**src/rtl/serializer.sv**
```systemverilog
// Parallel-to-serial converter: captures a word plus bit count, then shifts the
// selected MSBs out one per accepted cycle with valid/last and a ready stall.
//
// state    | meaning
// ST_IDLE  | waiting for a request with a legal bit count; outputs quiet
// ST_SHIFT | presenting shift-register MSB; advances on ser_ready_i

module serializer #(
   parameter int WIDTH = 16,
   parameter int MOD_W = $clog2(WIDTH)
) (
   input  logic             clk_i,
   input  logic             arst_n_i,
   input  logic [WIDTH-1:0] data_i,
   input  logic [MOD_W-1:0] data_mod_i,
   input  logic             data_val_i,
   input  logic             ser_ready_i,
   output logic             ser_data_o,
   output logic             ser_data_val_o,
   output logic             ser_last_o,
   output logic             busy_o
);

   typedef enum logic {
      ST_IDLE  = 1'b0,
      ST_SHIFT = 1'b1
   } state_t;

   state_t           r_state;
   state_t           w_state_nxt;
   logic [WIDTH-1:0] r_shift;
   logic [WIDTH-1:0] w_shift_nxt;
   logic [MOD_W:0]   r_cnt;
   logic [MOD_W:0]   w_cnt_nxt;
   logic [MOD_W:0]   r_n;
   logic [MOD_W:0]   w_n_nxt;
   logic             w_mod_legal;
   logic             w_last;
   logic             w_active;

   // Counts of 1 and 2 are rejected; 0 encodes a full word.
   assign w_mod_legal = (data_mod_i == '0) || (data_mod_i >= MOD_W'(3));
   assign w_active    = (r_state == ST_SHIFT);
   assign w_last      = (r_cnt == (r_n - (MOD_W+1)'(1)));

   always_ff @(posedge clk_i or negedge arst_n_i) begin
      if (!arst_n_i) begin
         r_state <= ST_IDLE;
         r_shift <= '0;
         r_cnt   <= '0;
         r_n     <= '0;
      end else begin
         r_state <= w_state_nxt;
         r_shift <= w_shift_nxt;
         r_cnt   <= w_cnt_nxt;
         r_n     <= w_n_nxt;
      end
   end

   always_comb begin
      w_state_nxt = r_state;
      w_shift_nxt = r_shift;
      w_cnt_nxt   = r_cnt;
      w_n_nxt     = r_n;
      case (r_state)
         ST_IDLE: begin
            if (data_val_i && w_mod_legal) begin
               w_shift_nxt = data_i;
               w_cnt_nxt   = '0;
               w_n_nxt     = (data_mod_i == '0) ? (MOD_W+1)'(WIDTH)
                                                : {1'b0, data_mod_i};
               w_state_nxt = ST_SHIFT;
            end
         end
         ST_SHIFT: begin
            if (ser_ready_i) begin
               if (w_last) begin
                  w_shift_nxt = '0;
                  w_cnt_nxt   = '0;
                  w_state_nxt = ST_IDLE;
               end else begin
                  w_shift_nxt = {r_shift[WIDTH-2:0], 1'b0};
                  w_cnt_nxt   = r_cnt + (MOD_W+1)'(1);
               end
            end
         end
         default: begin
            w_state_nxt = ST_IDLE;
            w_shift_nxt = '0;
            w_cnt_nxt   = '0;
         end
      endcase
   end

   // Outputs decode only flops, so they hold while stalled and clear with reset.
   assign busy_o         = w_active;
   assign ser_data_val_o = w_active;
   assign ser_data_o     = w_active & r_shift[WIDTH-1];
   assign ser_last_o     = w_active & w_last;

endmodule

```
**config.mk**
```make
export PLATFORM = sky130hd
export DESIGN_NAME = serializer
export DESIGN_NICKNAME = d
export VERILOG_FILES = /design/src/rtl/serializer.sv
export SDC_FILE = /design/constraint.sdc
export NUM_CORES = 1
export LEC_CHECK = 0
export ABC_CLOCK_PERIOD_IN_PS = 3150
export BUFFER_PORTS_ARGS = -buffer_cell sky130_fd_sc_hd__buf_2
export CAP_MARGIN = 20
export CORE_MARGIN = 1
export CORE_UTILIZATION = 58
export DETAILED_ROUTE_END_ITERATION = 8
export GPL_ROUTABILITY_DRIVEN = 1
export GPL_TIMING_DRIVEN = 0
export PLACE_DENSITY = 0.84
export SYNTH_ARGS = -nofsm -noshare
export SYNTH_HDL_FRONTEND = slang
export SYNTH_SLANG_ARGS = --single-unit
export TNS_END_PERCENT = 50
```
**constraint.sdc**
```tcl
create_clock -name clk_i -period 3.15 [get_ports clk_i]
set_input_delay 0.1575 -clock clk_i [delete_from_list [all_inputs] [get_ports clk_i]]
set_output_delay 0.1575 -clock clk_i [all_outputs]
set_load 0.05 [all_outputs]
```
==> results.py <==
metrics = {
    "worst_setup_path": {
        "r2r_end": "busy_o",
        "end_kind": "primary output",
        "crit_path_start": "r_n[0]",
        "cp_max_fo": 10,
        "crit_type": "reg2out",
        "reg2reg_slack_ps": 1250,
        "startpoint_type": "flip-flop",
        "r2r_cells": 8,
        "critical_path_required_ps": 2990,
        "cp.arrival_ps": 2250,
        "rr_startpoint": "r_n[0]",
        "endpoint": "ser_last_o",
    },
    "sta": {
        "fmax_ghz": 0.415,
        "slew_headroom_pct": 61.0,
        "post-route-min-period_ps": 2410,
        "drv_slew": 0,
        "rsz0062_at_grt": "no",
        "clock_skew_ps": 3.14,
        "finalCritPeriodShare_pct": 76.6,
        "worstMarginPinSlew_ps": 585,
        "finalSetupViolCount": 0,
        "final.setup.tns_ps": 0,
        "hold_viol_final": 0,
    },
    "floorplan": {
        "start_util_pct": 63.5,
        "die_area_um2": 2700,
        "coreArea_um2": 2280,
        "rows": 17,
        "ios": 28,
        "die_y_um": 51.9,
        "die_w_um": 51.9,
    },
    "synthesis": {
        "synth_top_cell_area_share_pct": 46.8,
        "syn_area_per_cell_um2": 9.26,
        "syn_nets": 182,
        "synth_area_leaders": "dfrtp_1, nand3_1, a21oi_1",
        "synth_cells": 156,
        "syn_area_um2": 1450,
        "synth_cell_type_count": 32,
        "yosysTopAreaCell": "dfrtp_1",
        "ys_ff_latch": 27,
        "ys_warn_count": 0,
        "yosysSeqAreaShare_pct": 46.8,
    },
    "clock_network": {
        "cts_buffers": 3,
        "cts.htree.levels": 1,
        "clock_path_buffers": 2,
        "cts_tree": "done",
        "clk_pin_slew_ps": 140,
        "cts_sinks": 27,
        "cts_root_buffer": "clkbuf_4",
        "worstSkewPairLatency_ps": 320,
        "ctsResizeCount": 0,
    },
    "worst_hold_path": {
        "hp-class": "in2reg",
    },
    "finish": {
        "stdcell_area_um2": 1650,
        "syn_to_final_growth_pct": 14.3,
        "antennaDiodeCount": 0,
        "fill_cells": 185,
        "layout-drive-gt1-share_pct": 24.5,
        "fin_nets": 215,
    },
    "detailed_routing": {
        "via_per_inst": 5.86,
        "initialDrtViolationCount": 34,
        "wl_per_cell_um": 13.7,
        "drc": 0,
        "wl_mm": 2.96,
        "vias": 1266,
        "drtAntennaViolNets": 0,
        "drtPass1Iterations": 4,
    },
    "place": {
        "placed_cell_area_um2": 1620,
        "port_buffers": 27,
        "hpwlAfterDp_mm": 2.22,
        "gp_congestion": 0.796,
    },
    "status": {
        "status": "completed",
    },
    "grt": {
        "antenna_found_initial": 0,
        "gr-total-overflow": 0,
        "grt_max_degree": 28,
        "grt_pass1_wl_mm": 5.19,
        "grt_pass1_vias": 1208,
        "track_usage_pct": 26.3,
    },
    "pwr": {
        "ir_worst_vdd_mv": 0.626,
        "power.density_nw_per_um2": 1000,
        "power.total_uw": 1650,
        "leakage_uw": 0.000764,
    },
    "flow_run": {
        "maxCapViolCount": 0,
    },
}
cells by family (layout without fill, tap and decap cells):
kind of cell	after synthesis	after routing	synth area share, %
flops	27	27	46.8
buf+inv	17	49	6.15
xor+xnor	7	7	4.24
compound gates	43	43	19.1
mux	5	5	3.81
simple gates	55	55	18.2
fa+ha+maj	2	2	1.73
final cells by class:
type	count	area (um2)	area share (%)
buffer	10	62.6	3.79
tap	28	35.0	2.12
multi-input combinational	112	681	41.2
timing repair buffer	28	145	8.79
clock buffer	4	26.3	1.59
inverter	7	26.3	1.59
sequential	27	676	40.9
routing by layer:
layer / wire length (um) / global-route usage, % / vias to the layer above
met5: 0 / 0 / -
met3: 117 / 3.51 / 5
met2: 1510 / 44.4 / 41
met4: 36 / 8.56 / 0
li1: - / - / 607
met1: 1290 / 34.6 / 613
state kept, by name, indices dropped and copies added (netlist names):
register and count:
busy_o 1, r_n 5, r_cnt 5, r_shift 16
worst max-delay path, cell delays in order, from the launching register on:
cell and delay [ps]:
dfrtp_1 420, inv_1 60, ha_1 310, xnor2_1 140, a211oi_2 280, o311ai_4 190, buf_6 190, nor2_1 80
buf_2 270
worst min path at each step:
stage / from / endpoint / cells after the start
after floorplan: arst_n_i / busy_o / 0
after global placement: arst_n_i / r_cnt[1] / 1
final: data_i[0] / r_shift[0] / 3
after detailed placement: arst_n_i / r_cnt[1] / 1
after CTS: data_i[0] / r_shift[0] / 3
after global routing: data_i[0] / r_shift[0] / 3
power by group:
| part | switching [uW] | total, uW | leakage (uW) | internal (uW) |
|---|---|---|---|---|
| clock | 96.3 | 146 | 0.0000150 | 49.6 |
| combinational | 511 | 872 | 0.000428 | 361 |
| sequential | 130 | 635 | 0.000321 | 506 |
cell usage after synthesis:
library cell  instances
nand4bb_1             1
nand2_1               7
mux2_2                4
dfrtp_1              27
nand2b_1              2
mux2i_1               1
clkbuf_1              2
a21boi_1              1
nor3_1                2
and2_0                1
a31oi_1               2
buf_6                 2
o21ai_0              16
buf_2                 5
nand2_2               1
and3_1                1
inv_1                 7
o21ai_1               2
xnor2_1               4
nand3b_1              1
and2_1                1
o22ai_1               1
buf_4                 1
or4_1                 1
nor2_1               18
a211oi_2              1
o311ai_4              2
a32o_1                1
ha_1                  2
nand3_1              19
xor2_1                3
a21oi_1              17
cells in the final DEF, fill, tap and decap left out, drive strengths merged:
cell         Yosys  layout
ha               2       2
a21boi           1       1
a32o             1       1
buf              8      35
a21oi           17      17
o22ai            1       1
nor3             2       2
xor2             3       3
xnor2            4       4
o311ai           2       2
nand2b           2       2
clkbuf           2       6
a211oi           1       1
nand3           19      19
dlygate4sd3      0       1
nor2            18      18
nand3b           1       1
inv              7       7
o21ai           18      18
and2             2       2
or4              1       1
mux2i            1       1
nand2            8       8
nand4bb          1       1
and3             1       1
a31oi            2       2
mux2             4       4
dfrtp           27      27
stage by stage:
| step | instances | worst slack, ps | hold slack [ps] | util, % |
|---|---|---|---|---|
| finish | 216 | 738 | 77.3 | 72.6 |
| global route | 216 | 561 | 71.9 | 72.6 |
| CTS | 216 | 722 | 81.2 | 72.6 |
| detailed placement | 211 | 1090 | 193 | 71.0 |
| global placement | 211 | 1140 | 190 | 71.0 |
| floorplan | 156 | 916 | -138 | - |
what timing repair did:
| item | CTS | global route |
|---|---|---|
| hold buffers | 1 | 0 |
| setup buffers | 0 | 0 |
| hold endpoints to repair | 27 | 0 |
Power figures use the tool's default switching activity.
